## src/rtl/arb_pkg.sv

```systemverilog
// Shared types and default parameters for the data-memory arbiter.
package arb_pkg;

  typedef enum logic {
    S_CPU  = 1'b0,
    S_HOST = 1'b1
  } arb_state_t;

  typedef enum logic {
    OWN_CPU  = 1'b0,
    OWN_HOST = 1'b1
  } owner_t;

  localparam int unsigned STARVE_MAX_DEF = 4;
  localparam int unsigned BURST_LEN_DEF  = 2;

endpackage

```

## src/rtl/sat_counter.sv

```systemverilog
// Saturating up-counter with synchronous clear; clear wins over increment.
module sat_counter #(
  parameter int unsigned W   = 3,
  parameter int unsigned MAX = 4
) (
  input  logic         clk,
  input  logic         rst,
  input  logic         inc,
  input  logic         clr,
  output logic [W-1:0] q
);

  localparam logic [W-1:0] LP_MAX = W'(MAX);

  logic [W-1:0] r_q;

  always_ff @(posedge clk) begin
    if (rst || clr) begin
      r_q <= '0;
    end else if (inc && (r_q != LP_MAX)) begin
      r_q <= r_q + 1'b1;
    end
  end

  assign q = r_q;

endmodule

```

## src/rtl/data_mem_arbiter.sv

```systemverilog
// Data-memory port arbiter: cpu has priority, a starvation counter forces
// bounded host bursts during which the pipeline is stalled.
module data_mem_arbiter
  import arb_pkg::*;
#(
  parameter int unsigned ADDR_W     = 32,
  parameter int unsigned DATA_W     = 32,
  parameter int unsigned STARVE_MAX = STARVE_MAX_DEF,
  parameter int unsigned BURST_LEN  = BURST_LEN_DEF
) (
  input  logic              clk,
  input  logic              rst,
  input  logic              cpu_req,
  input  logic              cpu_we,
  input  logic [ADDR_W-1:0] cpu_addr,
  input  logic [DATA_W-1:0] cpu_wdata,
  output logic              cpu_stall,
  output logic              cpu_rvalid,
  output logic [DATA_W-1:0] cpu_rdata,
  input  logic              host_req,
  input  logic              host_we,
  input  logic [ADDR_W-1:0] host_addr,
  input  logic [DATA_W-1:0] host_wdata,
  output logic              host_gnt,
  output logic              host_rvalid,
  output logic [DATA_W-1:0] host_rdata,
  output logic              mem_we,
  output logic [ADDR_W-1:0] mem_addr,
  output logic [DATA_W-1:0] mem_wdata,
  input  logic [DATA_W-1:0] mem_rdata
);

  localparam int unsigned SW = $clog2(STARVE_MAX + 1);
  localparam int unsigned BW = $clog2(BURST_LEN + 1);
  localparam logic [SW-1:0] LP_STARVE_LAST = SW'(STARVE_MAX - 1);
  localparam logic [BW-1:0] LP_BURST_LAST  = BW'(BURST_LEN - 1);

  arb_state_t        r_state;
  arb_state_t        w_state_nxt;
  logic              r_stall;
  logic              w_cpu_gnt;
  logic              w_host_gnt;
  logic              w_enter;
  logic [SW-1:0]     w_starve;
  logic [BW-1:0]     w_burst;
  logic              r_rd_pend;
  owner_t            r_rd_owner;
  logic [DATA_W-1:0] r_cpu_rdata;
  logic [DATA_W-1:0] r_host_rdata;
  logic              w_cpu_load;
  logic              w_host_load;
  logic              w_cpu_rvalid;
  logic              w_host_rvalid;

  sat_counter #(.W(SW), .MAX(STARVE_MAX)) u_starve (
    .clk (clk),
    .rst (rst),
    .inc (host_req && !w_host_gnt && !rst),
    .clr (w_host_gnt || w_enter),
    .q   (w_starve)
  );

  sat_counter #(.W(BW), .MAX(BURST_LEN)) u_burst (
    .clk (clk),
    .rst (rst),
    .inc (w_host_gnt && (r_state == S_HOST)),
    .clr (w_enter),
    .q   (w_burst)
  );

  always_ff @(posedge clk) begin
    if (rst) begin
      r_state <= S_CPU;
      r_stall <= 1'b0;
    end else begin
      r_state <= w_state_nxt;
      r_stall <= (w_state_nxt == S_HOST);
    end
  end

  // Grants are suppressed while rst is high so every output reads 0 in reset.
  always_comb begin
    w_state_nxt = r_state;
    w_cpu_gnt   = 1'b0;
    w_host_gnt  = 1'b0;
    w_enter     = 1'b0;
    if (!rst) begin
      case (r_state)
        S_CPU: begin
          if (cpu_req) begin
            w_cpu_gnt = 1'b1;
          end else if (host_req) begin
            w_host_gnt = 1'b1;
          end
          if (host_req && !w_host_gnt && (w_starve == LP_STARVE_LAST)) begin
            w_state_nxt = S_HOST;
            w_enter     = 1'b1;
          end
        end
        S_HOST: begin
          if (host_req) begin
            w_host_gnt = 1'b1;
            if (w_burst == LP_BURST_LAST) begin
              w_state_nxt = S_CPU;
            end
          end else begin
            w_state_nxt = S_CPU;
          end
        end
        default: w_state_nxt = S_CPU;
      endcase
    end
  end

  assign w_cpu_load  = w_cpu_gnt && !cpu_we;
  assign w_host_load = w_host_gnt && !host_we;

  always_ff @(posedge clk) begin
    if (rst) begin
      r_rd_pend    <= 1'b0;
      r_rd_owner   <= OWN_CPU;
      r_cpu_rdata  <= '0;
      r_host_rdata <= '0;
    end else begin
      r_rd_pend  <= w_cpu_load || w_host_load;
      r_rd_owner <= w_host_load ? OWN_HOST : OWN_CPU;
      if (w_cpu_rvalid) begin
        r_cpu_rdata <= mem_rdata;
      end
      if (w_host_rvalid) begin
        r_host_rdata <= mem_rdata;
      end
    end
  end

  assign w_cpu_rvalid  = !rst && r_rd_pend && (r_rd_owner == OWN_CPU);
  assign w_host_rvalid = !rst && r_rd_pend && (r_rd_owner == OWN_HOST);

  assign cpu_stall   = r_stall;
  assign cpu_rvalid  = w_cpu_rvalid;
  assign host_rvalid = w_host_rvalid;
  assign host_gnt    = w_host_gnt;
  assign cpu_rdata   = rst ? '0 : (w_cpu_rvalid ? mem_rdata : r_cpu_rdata);
  assign host_rdata  = rst ? '0 : (w_host_rvalid ? mem_rdata : r_host_rdata);

  assign mem_we    = (w_cpu_gnt && cpu_we) || (w_host_gnt && host_we);
  assign mem_addr  = rst ? '0 : (w_host_gnt ? host_addr : cpu_addr);
  assign mem_wdata = rst ? '0 : (w_host_gnt ? host_wdata : cpu_wdata);

endmodule
```

## config.mk

```make
export PLATFORM = sky130hd
export DESIGN_NAME = data_mem_arbiter
export DESIGN_NICKNAME = d
export VERILOG_FILES = /design/src/rtl/arb_pkg.sv /design/src/rtl/sat_counter.sv /design/src/rtl/data_mem_arbiter.sv
export SDC_FILE = /design/constraint.sdc
export NUM_CORES = 1
export LEC_CHECK = 0
export ABC_AREA = 1
export CORE_AREA = 2 2 117 119
export CTS_BUF_LIST = sky130_fd_sc_hd__clkbuf_4
export CTS_CLUSTER_SIZE = 30
export DETAILED_ROUTE_END_ITERATION = 8
export DIE_AREA = 0 0 119 121
export GPL_ROUTABILITY_DRIVEN = 0
export PLACE_DENSITY = 0.7
export SKIP_CTS_REPAIR_TIMING = 1
export SYNTH_ARGS = -nofsm -noshare
export SYNTH_HDL_FRONTEND = slang
export SYNTH_SLANG_ARGS = --single-unit
```

## constraint.sdc

```tcl
create_clock -name clk -period 1.5 [get_ports clk]
set_input_delay 0.225 -clock clk [delete_from_list [all_inputs] [get_ports clk]]
set_output_delay 0.225 -clock clk [all_outputs]
set_load 0.005 [all_outputs]
```

==> flow_summary.rst <==
.. list-table::
   :header-rows: 1

   * - Metric
     - Value
   * - Root Buffer Master
     - sky130_fd_sc_hd__clkbuf_4
   * - WL per Instance
     - 19.04 microns
   * - Hold worst-path end
     - cpu_stall
   * - Final setup vio count
     - 132
   * - Number of design rule violations left after detail routing
     - 0
   * - Sequential share of power
     - 41.8%
   * - Count of different cell masters after synthesis
     - 20
   * - Switch share
     - 29.26%
   * - Syn Inst Count
     - 524
   * - Number of buffers and inverters on the critical path
     - 5
   * - Class of the tightest hold or removal check
     - in2reg
   * - Overall via count from detail_route
     - 5337
   * - Critical path endpoint category
     - output port
   * - Crit path launch type
     - flop
   * - Max cap viols
     - 0
   * - Number of nets in the synthesized netlist
     - 695
   * - Relative contribution of combinational cells to total power
     - 33.2%
   * - Crit path required time
     - 1.27 ns
   * - Total area of multi-input combinational cells
     - 0.002655 sq mm
   * - Synthesized area
     - 0.003556 sq mm
   * - I/O Buffers
     - 298
   * - Final Cycle Share
     - 135.0%
   * - Worst hold start
     - rst
   * - I/O pin total
     - 299
   * - Start-to-end type of the worst setup path
     - reg2out
   * - Number of diodes
     - 0
   * - H-tree depth
     - 3
   * - GRT Util Overall
     - 19.36%
   * - Design Power
     - 4.770 mW
   * - Initial core utilization
     - 27.18%
   * - Residual antenna-violating net count after detailed routing
     - 0
   * - Share of layout cells above drive strength 1
     - 48.93%
   * - Reg2Reg Depth
     - 9
   * - Most repeated library cell on the critical path
     - sky130_fd_sc_hd__buf_6
   * - Maximum number of pins on one net before global-route repair
     - 72
   * - Worst slew margin relative to its limit
     - 81.33%
   * - Outcome
     - finished with violations
   * - Capture point of the worst reg-to-reg path
     - r_cpu_rdata[1]
   * - Post-route minimum period
     - 2.025 ns
   * - Chip height
     - 121 microns
   * - Slowest CP cell
     - sky130_fd_sc_hd__dfxtp_4
   * - Worst IR Drop VDD
     - 0.0002901 V
   * - Initial DRC Count
     - 363
   * - Worst-margin pin slew
     - 0.2801 ns
   * - Largest stage delay on the critical path
     - 0.41 ns
   * - Pleak
     - 4.477 nW
   * - Detailed-placement wirelength estimate
     - 11320 microns
   * - Area Overhead vs Synth
     - 151.2%
   * - Timing-limited maximum frequency
     - 493.8 MHz
   * - Horizontal die dimension
     - 119 microns
   * - Maximum root-to-sink buffer count
     - 2
   * - Post-detailed-routing wire length
     - 21210 microns
   * - Number of buffers inserted during clock tree synthesis
     - 9
   * - Number of failing hold endpoints at the final stage
     - 0
   * - Clock tree from TritonCTS
     - built
   * - Min-Delay Path Depth
     - 3
   * - Non-Filler Cell Area, Final
     - 0.008934 sq mm
   * - Largest clock skew in the final design
     - 0.01597 ns
   * - Routed vias/inst
     - 4.791
   * - Pre-CTS WS
     - -0.8695 ns
   * - Number of placement rows
     - 42
   * - Global-route wire length before repair
     - 21870 microns
   * - Setup slack after layout
     - -0.5253 ns
   * - First-pass DRT Iterations
     - 5
   * - Register-to-register setup slack
     - 0.11 ns
   * - Register bit total from synthesis
     - 72
   * - Synth Area per Inst
     - 6.786 sq um
   * - Register area share after synthesis
     - 40.53%
   * - Series of cell instances along the critical path
     - nand3_4, clkbuf_16, buf_8, buf_6, buf_6, nand3_2, o21ai_2, buf_2
   * - Worst skew pair latency
     - 0.43 ns
   * - YS warnings
     - 0
   * - Gate family responsible for the most delay along the worst path
     - buffers and inverters
   * - Total Nets Final
     - 1105
   * - Switching component of the power
     - 1.395 mW
   * - Number of filler cells placed in the layout
     - 995
   * - Register Area
     - 0.001450 sq mm
   * - Cell Int Power
     - 3.374 mW
   * - RSZ-0062 raised after global routing
     - yes
   * - Clock sink total
     - 72
   * - Clock network fraction of design power
     - 25.0%
   * - Clock transition time at the flip-flop clock pins of the worst setup and hold paths
     - 0.10 ns
   * - Arrival time of the worst setup path
     - 1.80 ns
   * - Failing checks
     - setup timing
   * - Die footprint
     - 0.01440 sq mm
   * - Launch instance of the worst register-to-register path
     - r_rd_pend
   * - Initial antenna violation count
     - 0
   * - Number of global-route vias before repair
     - 4034
   * - Post-Place Cell Area
     - 0.006839 sq mm
   * - Area of the placeable core
     - 0.01309 sq mm
   * - Final Max Slew Viols
     - 0
   * - Largest fanout on the critical path
     - 5
   * - Remaining Overflow, GRT
     - 0
   * - Total power divided by cell area
     - 533.9 mW/mm^2
## cells by family after synthesis
group                      synth area share, %
and+or+nand+nor                          35.50
buffers and inverters                    12.17
DFF                                      40.53
AOI/OAI and AO/OA                        10.03
adders and majority gates                1.759
## layout make-up
cell class | instances | share of cell area, %
tap | 176 | 2.465
clock buffer | 10 | 0.8403
inverter | 48 | 2.325
timing repair buffer | 439 | 47.87
multi-input combinational | 364 | 29.72
clock inverter | 5 | 0.5462
sequential | 72 | 16.23
## power by group through the flow
stage	Combinational (mW)	Clock [mW]	Sequential, mW
6_report	1.58	1.19	1.99
5_1_grt	1.68	1.29	2.00
4_1_cts	1.26	1.21	1.98
3_5_place_dp	1.26	0	2.02
3_3_place_gp	1.25	0	2.02
2_1_floorplan	0.342	0	2.02
## registers in the layout (all words and copies together), names as in the netlist
register / cells
r_cpu_rdata: 32
r_host_rdata: 32
u_starve.q: 3
r_rd_owner: 1
cpu_stall: 1
r_rd_pend: 1
u_burst.q: 2
## Yosys cell counts
master / n / area (sq um)
sky130_fd_sc_hd__o21ai_0: 48 / 240.2
sky130_fd_sc_hd__o22ai_1: 1 / 6.260
sky130_fd_sc_hd__clkbuf_2: 2 / 10.01
sky130_fd_sc_hd__inv_2: 4 / 15.01
sky130_fd_sc_hd__nand2_2: 1 / 6.260
sky130_fd_sc_hd__buf_2: 17 / 85.08
sky130_fd_sc_hd__buf_6: 5 / 56.30
sky130_fd_sc_hd__nand3_1: 137 / 685.7
sky130_fd_sc_hd__clkbuf_1: 4 / 15.01
sky130_fd_sc_hd__buf_4: 9 / 67.56
sky130_fd_sc_hd__buf_1: 5 / 18.77
sky130_fd_sc_hd__nor2_1: 3 / 11.26
sky130_fd_sc_hd__nand2_1: 141 / 529.3
sky130_fd_sc_hd__nand4_1: 3 / 18.77
sky130_fd_sc_hd__inv_1: 44 / 165.2
sky130_fd_sc_hd__ha_1: 5 / 62.56
sky130_fd_sc_hd__nor2_4: 1 / 11.26
sky130_fd_sc_hd__o21ai_1: 16 / 80.08
sky130_fd_sc_hd__dfxtp_1: 72 / 1441
sky130_fd_sc_hd__a21oi_1: 6 / 30.03
## worst max-delay path by stage
stage	from	endpoint	slack, ns	cells after the start
final	r_rd_pend	host_rdata[18]	-0.53	8
after global placement	rst	cpu_rdata[3]	-0.80	7
after CTS	cpu_stall	mem_wdata[28]	-0.88	7
after global routing	r_rd_pend	host_rdata[18]	-0.60	8
after detailed placement	rst	cpu_rdata[9]	-0.87	7
after floorplan	cpu_stall	mem_addr[23]	0.20	7
## stage by stage
step	instances	hold slack, ns	TNS, ns	util [%]
after floorplan	524	0.2941	0	-
after global placement	987	0.4692	-105.22	52.27
after detailed placement	987	0.4697	-109.07	52.27
after CTS	1002	0.3465	-104.85	53.21
after global routing	1114	0.1758	-58.16	68.27
final	1114	0.1940	-47.90	68.27
## metal layers
layer	GRT usage, %	wire length [microns]
met1	24.46	7959
met2	31.54	11120
met3	6.109	1478
met4	5.952	646
met5	0	0
## worst min-delay path, stage by stage
cell and delay (ns):
sky130_fd_sc_hd__dlymetal6s2s_1 0.17, sky130_fd_sc_hd__buf_6 0.15, sky130_fd_sc_hd__a21oi_1 0.04
## placed cells by master (no fill, tap or decap), types with 11 or more instances in the layout
cell type	count
sky130_fd_sc_hd__buf_12	12
sky130_fd_sc_hd__buf_2	68
sky130_fd_sc_hd__buf_4	53
sky130_fd_sc_hd__buf_6	48
sky130_fd_sc_hd__buf_8	14
sky130_fd_sc_hd__clkbuf_16	18
sky130_fd_sc_hd__clkbuf_2	45
sky130_fd_sc_hd__clkdlybuf4s50_1	163
sky130_fd_sc_hd__dfxtp_1	69
sky130_fd_sc_hd__dlymetal6s2s_1	17
sky130_fd_sc_hd__inv_1	43
sky130_fd_sc_hd__nand2_1	100
sky130_fd_sc_hd__nand2_2	30
sky130_fd_sc_hd__nand2_4	11
sky130_fd_sc_hd__nand3_1	61
sky130_fd_sc_hd__nand3_2	60
sky130_fd_sc_hd__nand3_4	18
sky130_fd_sc_hd__o21ai_2	53
(Power assumes the default switching activity.)
